===== src/rtl/time_counter.sv =====
// time_counter: time-of-day clock driven by the pseudo-PLL square wave.
// Synchronises pll_clk, detects its rising edges, prescales them into
// one-second advances and keeps a 24-hour BCD HH:MM:SS time with a
// validated synchronous load port.
module time_counter #(
    parameter int SYNC_STAGES   = 2,
    parameter int TICKS_PER_SEC = 1
) (
    input  logic       clk_in,
    input  logic       reset,
    input  logic       pll_clk,
    input  logic       enable,
    input  logic       load,
    input  logic [5:0] hours_in,
    input  logic [6:0] min_in,
    input  logic [6:0] sec_in,
    output logic [5:0] hours,
    output logic [6:0] minutes,
    output logic [6:0] seconds,
    output logic       sec_tick,
    output logic       load_err
);

    localparam logic [7:0] PRESC_LAST = 8'(TICKS_PER_SEC - 1);

    logic [SYNC_STAGES-1:0] sync_q, sync_d;
    logic                   prev_q, prev_d;
    logic [7:0]             presc_q, presc_d;
    logic [5:0]             hours_q, hours_d;
    logic [6:0]             min_q, min_d;
    logic [6:0]             sec_q, sec_d;
    logic                   sec_tick_q, sec_tick_d;
    logic                   load_err_q, load_err_d;
    logic                   pll_rise;
    logic [19:0]            next_time;

    // One-second BCD advance with seconds -> minutes -> hours carries;
    // 23:59:59 rolls over to 00:00:00.
    function automatic logic [19:0] bcd_advance(input logic [5:0] h,
                                                input logic [6:0] m,
                                                input logic [6:0] s);
        logic [5:0] h_n;
        logic [6:0] m_n;
        logic [6:0] s_n;
        logic       s_wrap;
        logic       m_wrap;
        s_wrap = (s == 7'h59);
        m_wrap = s_wrap && (m == 7'h59);
        if (s_wrap)
            s_n = 7'h00;
        else if (s[3:0] == 4'd9)
            s_n = {s[6:4] + 3'd1, 4'd0};
        else
            s_n = {s[6:4], s[3:0] + 4'd1};
        m_n = m;
        if (s_wrap) begin
            if (m_wrap)
                m_n = 7'h00;
            else if (m[3:0] == 4'd9)
                m_n = {m[6:4] + 3'd1, 4'd0};
            else
                m_n = {m[6:4], m[3:0] + 4'd1};
        end
        h_n = h;
        if (m_wrap) begin
            if (h == 6'h23)
                h_n = 6'h00;
            else if (h[3:0] == 4'd9)
                h_n = {h[5:4] + 2'd1, 4'd0};
            else
                h_n = {h[5:4], h[3:0] + 4'd1};
        end
        return {h_n, m_n, s_n};
    endfunction

    // A load is accepted only if every field is a legal BCD time of day.
    function automatic logic load_valid(input logic [5:0] h,
                                        input logic [6:0] m,
                                        input logic [6:0] s);
        logic ok;
        ok = (h[3:0] <= 4'd9) && (m[3:0] <= 4'd9) && (s[3:0] <= 4'd9);
        ok = ok && (m[6:4] <= 3'd5) && (s[6:4] <= 3'd5);
        ok = ok && (h[5:4] <= 2'd2);
        ok = ok && ((h[5:4] != 2'd2) || (h[3:0] <= 4'd3));
        return ok;
    endfunction

    // Next-state logic: synchroniser shift, then load beats a counted edge.
    always_comb begin
        sync_d     = {sync_q[SYNC_STAGES-2:0], pll_clk};
        prev_d     = sync_q[SYNC_STAGES-1];
        pll_rise   = sync_q[SYNC_STAGES-1] & ~prev_q;
        next_time  = bcd_advance(hours_q, min_q, sec_q);
        presc_d    = presc_q;
        hours_d    = hours_q;
        min_d      = min_q;
        sec_d      = sec_q;
        sec_tick_d = 1'b0;
        load_err_d = 1'b0;
        if (load) begin
            // Any load swallows a coincident edge; only a valid one clears the prescaler.
            if (load_valid(hours_in, min_in, sec_in)) begin
                hours_d = hours_in;
                min_d   = min_in;
                sec_d   = sec_in;
                presc_d = 8'd0;
            end else begin
                load_err_d = 1'b1;
            end
        end else if (pll_rise && enable) begin
            if (presc_q == PRESC_LAST) begin
                presc_d    = 8'd0;
                hours_d    = next_time[19:14];
                min_d      = next_time[13:7];
                sec_d      = next_time[6:0];
                sec_tick_d = 1'b1;
            end else begin
                presc_d = presc_q + 8'd1;
            end
        end
    end

    // State registers; the synchroniser resets high so a wave already high
    // at reset release is not mistaken for a rising edge.
    always_ff @(posedge clk_in or posedge reset) begin
        if (reset) begin
            sync_q     <= '1;
            prev_q     <= 1'b1;
            presc_q    <= 8'd0;
            hours_q    <= 6'h00;
            min_q      <= 7'h00;
            sec_q      <= 7'h00;
            sec_tick_q <= 1'b0;
            load_err_q <= 1'b0;
        end else begin
            sync_q     <= sync_d;
            prev_q     <= prev_d;
            presc_q    <= presc_d;
            hours_q    <= hours_d;
            min_q      <= min_d;
            sec_q      <= sec_d;
            sec_tick_q <= sec_tick_d;
            load_err_q <= load_err_d;
        end
    end

    assign hours    = hours_q;
    assign minutes  = min_q;
    assign seconds  = sec_q;
    assign sec_tick = sec_tick_q;
    assign load_err = load_err_q;

endmodule


===== config.mk =====
export PLATFORM = sky130hd
export DESIGN_NAME = time_counter
export DESIGN_NICKNAME = d
export VERILOG_FILES = /design/src/rtl/time_counter.sv
export SDC_FILE = /design/constraint.sdc
export NUM_CORES = 1
export LEC_CHECK = 0
export ABC_AREA = 0
export BUFFER_PORTS_ARGS = -buffer_cell sky130_fd_sc_hd__buf_2
export CAP_MARGIN = 0
export CORE_UTILIZATION = 45
export CTS_BUF_LIST = sky130_fd_sc_hd__clkbuf_8
export DETAILED_ROUTE_END_ITERATION = 7
export PLACE_DENSITY = 0.71
export SETUP_SLACK_MARGIN = 0.2
export SKIP_CTS_REPAIR_TIMING = 1
export SLEW_MARGIN = 20
export SYNTH_ARGS = -nofsm -noshare
export SYNTH_HDL_FRONTEND = slang
export SYNTH_SLANG_ARGS = --single-unit

===== constraint.sdc =====
create_clock -name clk_in -period 2 [get_ports clk_in]
set_input_delay 0.4 -clock clk_in [delete_from_list [all_inputs] [get_ports clk_in]]
set_output_delay 0.4 -clock clk_in [all_outputs]
set_load 0.01 [all_outputs]

==> reports/metrics.cfg, run 1 <==
[place]
placed_cell_area_um2=2440
dp_hpwl_um=3820
place.gp.congestion=0.838
io_buffers=46

[detailed_routing]
drt-met1-wl_um=2400
routed_via_density=5.78
drtIter0Drc=191
ant_nets=0
drt_pre_antenna_iters=4
vias=2013
wirelength_um=5290
drc=0
met2_length_um=2500
topRoutingLayerUsed=met4
dr_wl_met3_um=320
wl_per_cell_um=15.2

[power_and_ir_drop]
power_frac_seq_pct=44.4
p_sw_share_pct=35.1
p_sw_w=0.000731
pwr_density_cell_nw_per_um2=799
p_leak_nw=1.21
combPwrFrac_pct=33.3
vdd_drop_max_uv=396
p_int_w=0.00135
p_clk_share_pct=22.3

[timing]
fin_crit_sh_pct=95.5
drv_slew=0
setup_viol=0
finalHoldViolCount=0
skew_ps=9.53
rsz0062_at_grt=true
setup_tns_ps=0
fin_crit_ps=1910
fmax_mhz=524
slew_headroom_pct=67.1
worst_slew_pin_slew_ps=494

[cells_and_area]
final_cell_mix=buf_2 (46), dfrtp_1 (30), o21ai_0 (23), buf_4 (21), nor2_1 (20)
drive_gt1_share_pct=33.1
antenna_cells=0
area_growth_syn_to_layout_pct=27.4
fin_area_um2=2610
nNetsFinal=331
layout_commonest_cell=buf_2

[synthesis]
yosys.area.top_type=dfrtp_1
synth_cell_types=51
synth_seq_cells=33
synth-edff-count=0
synth.area.top_cells=dfrtp_1 (37%), ha_1 (6.7%), o21ai_0 (6.6%)
syn_avg_cell_area_um2=9.06
yosys.area.top_type_share_pct=36.7
yosysWarnings=0
synthCells=226
syn_area_um2=2050
seq_area_frac_synth_pct=40.5
synth_ff_type=dfrtp_1
synth-async-reset-ratio_pct=100
postSynthNetCount=262

[setup_path]
critPathLaunchType=flip-flop
worst-path-max-fanout=5
cp.required_ps=2170
worst_path_max_delay_cell=dfrtp_1
endpoint_kind=flip-flop
worstSetupPathType=reg2reg
cp.arrival_ps=2080
crit_chain=inv_1 > ha_1 > and3b_2 > and3_4 > nor2_1 > or3_1 > a221o_1
slowest_delay_ps=400

[clock_network]
root_buffer=clkbuf_8
clockBufferDepth=2
cts_tree=built
h-tree-depth=2
clk_latency_ps=290
cts_made_buffers=5
cts.clk_slew.worst_paths_ps=70
cts_sinks=33

[die]
die_y_um=69.5
die_w_um=69.5
ioPinCount=47
initial_core_util_pct=47.0
core-area_um2=4350
rows=24
dieArea_um2=4830

[global_route]
grt_max_degree=35
grt_pass1_vias=1847
grt.total_usage_pct=23.0
grt_pass1_wl_um=8810
antenna_found_initial=0
overflow=0

[min_path]
worstHoldPathType=in2async

[status]
status=completed

[flow_run]
maxCapViolations=0

-- power groups by stage --
| stage | Clock [W] | Sequential (W) | Combinational (W) |
|---|---|---|---|
| 2_1_floorplan | 0 | 0.000970 | 0.000350 |
| 4_1_cts | 0.000479 | 0.000925 | 0.000657 |
| 3_5_place_dp | 0 | 0.000934 | 0.000655 |
| 3_3_place_gp | 0 | 0.000931 | 0.000641 |
| 5_1_grt | 0.000508 | 0.000947 | 0.000773 |
| 6_report | 0.000466 | 0.000925 | 0.000693 |
-- worst paths after layout --
kind | slack, ps | startpoint | cells past startpoint | endpoint
worst min-delay path | 130 | reset | 3 | presc_q[3]
worst min register to register | 360 | sync_q[0] | 0 | sync_q[1]
min in group clk_in | 220 | pll_clk | 1 | sync_q[0]
worst max register to register | 90 | seconds[1] | 7 | minutes[2]
max in group asynchronous | 1610 | reset | 3 | prev_q
worst max-delay path | 90 | seconds[1] | 7 | minutes[2]
-- metrics by stage --
step                      setup slack (ps)  cells  util, %  hold WS (ps)  total power (W)
after global placement                 112    333     56.1           347          0.00157
after CTS                             82.2    341     58.0           140          0.00206
after global routing                  1.79    348     59.9           168          0.00223
after detailed placement              93.5    333     56.1           347          0.00159
final                                 90.9    348     59.9           130          0.00208
after floorplan                        123    226        -           345          0.00132
-- layer usage --
layer,vias to the layer above,global-route usage (%)
met3,6,5.81
met2,72,33.1
met1,954,32.7
li1,981,-
met5,-,0
met4,0,9.52
-- final cells by class --
class                      count  area (um^2)
inverter                      12         50.0
tap                           52         65.1
multi-input combinational    175         1180
clock inverter                 3         11.3
sequential                    33          830
timing repair buffer          68          408
clock buffer                   5         68.8
fill                         383         1750
-- flip-flops by register name, indices dropped and copies added, names as in the netlist --
signal and flops:
sec_tick 1, hours 6, minutes 7, presc_q 8
seconds 7, load_err 1, sync_q 2, prev_q 1
-- cell families after synthesis --
| kind of cell | share of synthesized area (%) |
|---|---|
| muxes | 2.63 |
| AOI/OAI and AO/OA | 23.3 |
| adders and majority gates | 6.72 |
| buffers and inverters | 4.09 |
| DFF | 40.5 |
| and+or+nand+nor | 22.3 |
| xor gates and xnor gates | 0.428 |
-- critical path: cells and delay by family (launching register included) --
| family | cells | cell delay (ps) |
|---|---|---|
| AND/OR/NAND/NOR | 4 | 860 |
| flip-flops | 1 | 400 |
| AO/OA/AOI/OAI | 1 | 300 |
| adder cells (fa/ha/maj) | 1 | 160 |
| buffers and inverters | 1 | 90 |
-- synth_stat cells (all sizes together) (2+ instances only) --
cell type   n
nor3        9
mux2i       2
nand3      12
o211ai      2
o21ai      29
nor2b       2
and3        4
mux2        3
a2bb2oi     5
nand2      16
or3         3
clkbuf      6
a22oi       4
ha         11
a31oi       5
nor2       21
a21oi      15
nand3b      4
a32oi       2
dfstp       3
nand4       2
dfrtp      30
nor4b       3
inv        11
o31ai       2
o22ai       3
a21o        2
o2bb2ai     2
No activity file was read; power rests on OpenSTA's default activity.
==> run 2: changes to the inputs <==
==> constraint.sdc (replaced) <==
create_clock -name clk_in -period 2 [get_ports clk_in]
set_input_delay 0.2 -clock clk_in [delete_from_list [all_inputs] [get_ports clk_in]]
set_output_delay 0.2 -clock clk_in [all_outputs]
set_load 0.01 [all_outputs]
==> reports/metrics.cfg, run 2 (synthesized netlist as in run 1, its figures left out) <==
[setup_path]
critPathLaunchType=flip-flop
crit_chain=inv_1 > ha_1 > nor4b_4 > nand3_4 > clkinv_4 > a21oi_2 > or3_1 > a221o_1
endpoint_kind=flip-flop
worstSetupPathType=reg2reg
slowest_delay_ps=380
crit_buf_inv=2
cp.arrival_ps=2100
worst-path-max-fanout=5
worst_path_max_delay_cell=dfrtp_1
cp.required_ps=2180
crit_family=simple AND/OR/NAND/NOR gates

[clock_network]
clk_latency_ps=290
clockBufferDepth=2
cts_sinks=33
h-tree-depth=2
cts.clk_slew.worst_paths_ps=80
cts_made_buffers=5
cts_tree=built
root_buffer=clkbuf_8

[place]
dp_hpwl_um=3690
io_buffers=46
place.gp.congestion=0.841
dp.cells=329

[detailed_routing]
drc=0
wl_per_cell_um=14.9
vias=1988
drt_pre_antenna_iters=4
routed_via_density=5.75
ant_nets=0
wirelength_um=5150
drtIter0Drc=103

[power_and_ir_drop]
vdd_drop_max_uv=456
p_clk_share_pct=28.5
p_int_w=0.00148
p_leak_nw=1.21
p_sw_w=0.000756
combPwrFrac_pct=30.2
power_w=0.00224
power_frac_seq_pct=41.3
pwr_density_cell_nw_per_um2=850
p_sw_share_pct=33.8

[timing]
fmax_mhz=521
finalHoldViolCount=7
rsz0062_at_grt=true
slew_headroom_pct=53.6
worst_slew_pin_slew_ps=695
skew_ps=10.1
hold_ws_ps=-5.05
drv_slew=0
fin_crit_sh_pct=96.0
setup_tns_ps=0
fin_crit_ps=1920
setup_viol=0

[cells_and_area]
largest_register_ffs=8
largest_register=presc_q
fillCellCount=381
layout_commonest_cell=buf_2
area_growth_syn_to_layout_pct=28.6
final_cell_mix=buf_2 (46), dfrtp_1 (30), o21ai_0 (24), nor2_1 (19), buf_4 (18)
instances_no_fill=346
drive_gt1_share_pct=33.7
antenna_cells=0
fin_util_pct=60.5
nNetsFinal=329

[die]
die_w_um=69.5
initial_core_util_pct=47.0
rows=24
core-area_um2=4350
die_y_um=69.5
ioPinCount=47
dieArea_um2=4830

[global_route]
grt_max_degree=35
overflow=0
grt_pass1_wl_um=8320
antenna_found_initial=0
grt_pass1_vias=1790
grt.total_usage_pct=21.5

[flow_run]
maxCapViolations=0

[status]
status=finished with violations
violations=negative hold slack

[min_path]
worstHoldPathType=in2async

-- run 2: worst paths after layout --
check                            from          to  slack (ps)  depth (start not counted)
setup / recovery           presc_q[0]  minutes[2]          80                          8
min in group clk_in         sec_in[4]  seconds[4]         160                          3
hold / removal                  reset    hours[2]          -5                          3
setup reg to reg           presc_q[0]  minutes[2]          80                          8
hold reg to reg             sync_q[0]   sync_q[1]         360                          0
max in group asynchronous       reset   sync_q[0]        1670                          3
-- run 2: metal layers --
layer	global-route usage, %	routed length, um	vias to the layer above
met5	0	0	-
met4	6.80	59	0
met3	5.09	262	7
met2	33.5	2430	62
met1	29.4	2400	943
li1	-	-	976
-- run 2: per-stage QoR --
stage	setup WS, ps	instance area [um^2]
detailed placement	45.5	2400
global placement	105	2400
global route	-20.9	2630
floorplan	123	2060
finish	80.2	2630
CTS	37.8	2520
-- run 2: cell type report --
cell class / count / area [um^2] / area share [%]
Inverter: 12 / 50.0 / 1.90
Multi-Input combinational cell: 175 / 1190 / 45.1
Clock buffer: 5 / 68.8 / 2.61
Timing Repair Buffer: 66 / 387 / 14.7
Tap cell: 52 / 65.1 / 2.47
Clock inverter: 3 / 46.3 / 1.76
Sequential cell: 33 / 830 / 31.5
-- run 2: worst register-to-register path, cell delays in order (launching register included) --
cell      delay, ps
dfrtp_1         380
inv_1            60
ha_1            140
nor4b_4         310
nand3_4         160
clkinv_4         80
a21oi_2          60
or3_1           350
a221o_1         300
-- run 2: power by group through the flow --
| stage | sequential (W) | clock (W) | combinational (W) |
|---|---|---|---|
| 2_1_floorplan | 0.000970 | 0 | 0.000350 |
| 3_3_place_gp | 0.000931 | 0 | 0.000635 |
| 3_5_place_dp | 0.000935 | 0 | 0.000645 |
| 4_1_cts | 0.000923 | 0.000647 | 0.000648 |
| 5_1_grt | 0.000944 | 0.000679 | 0.000751 |
| 6_report | 0.000924 | 0.000637 | 0.000676 |
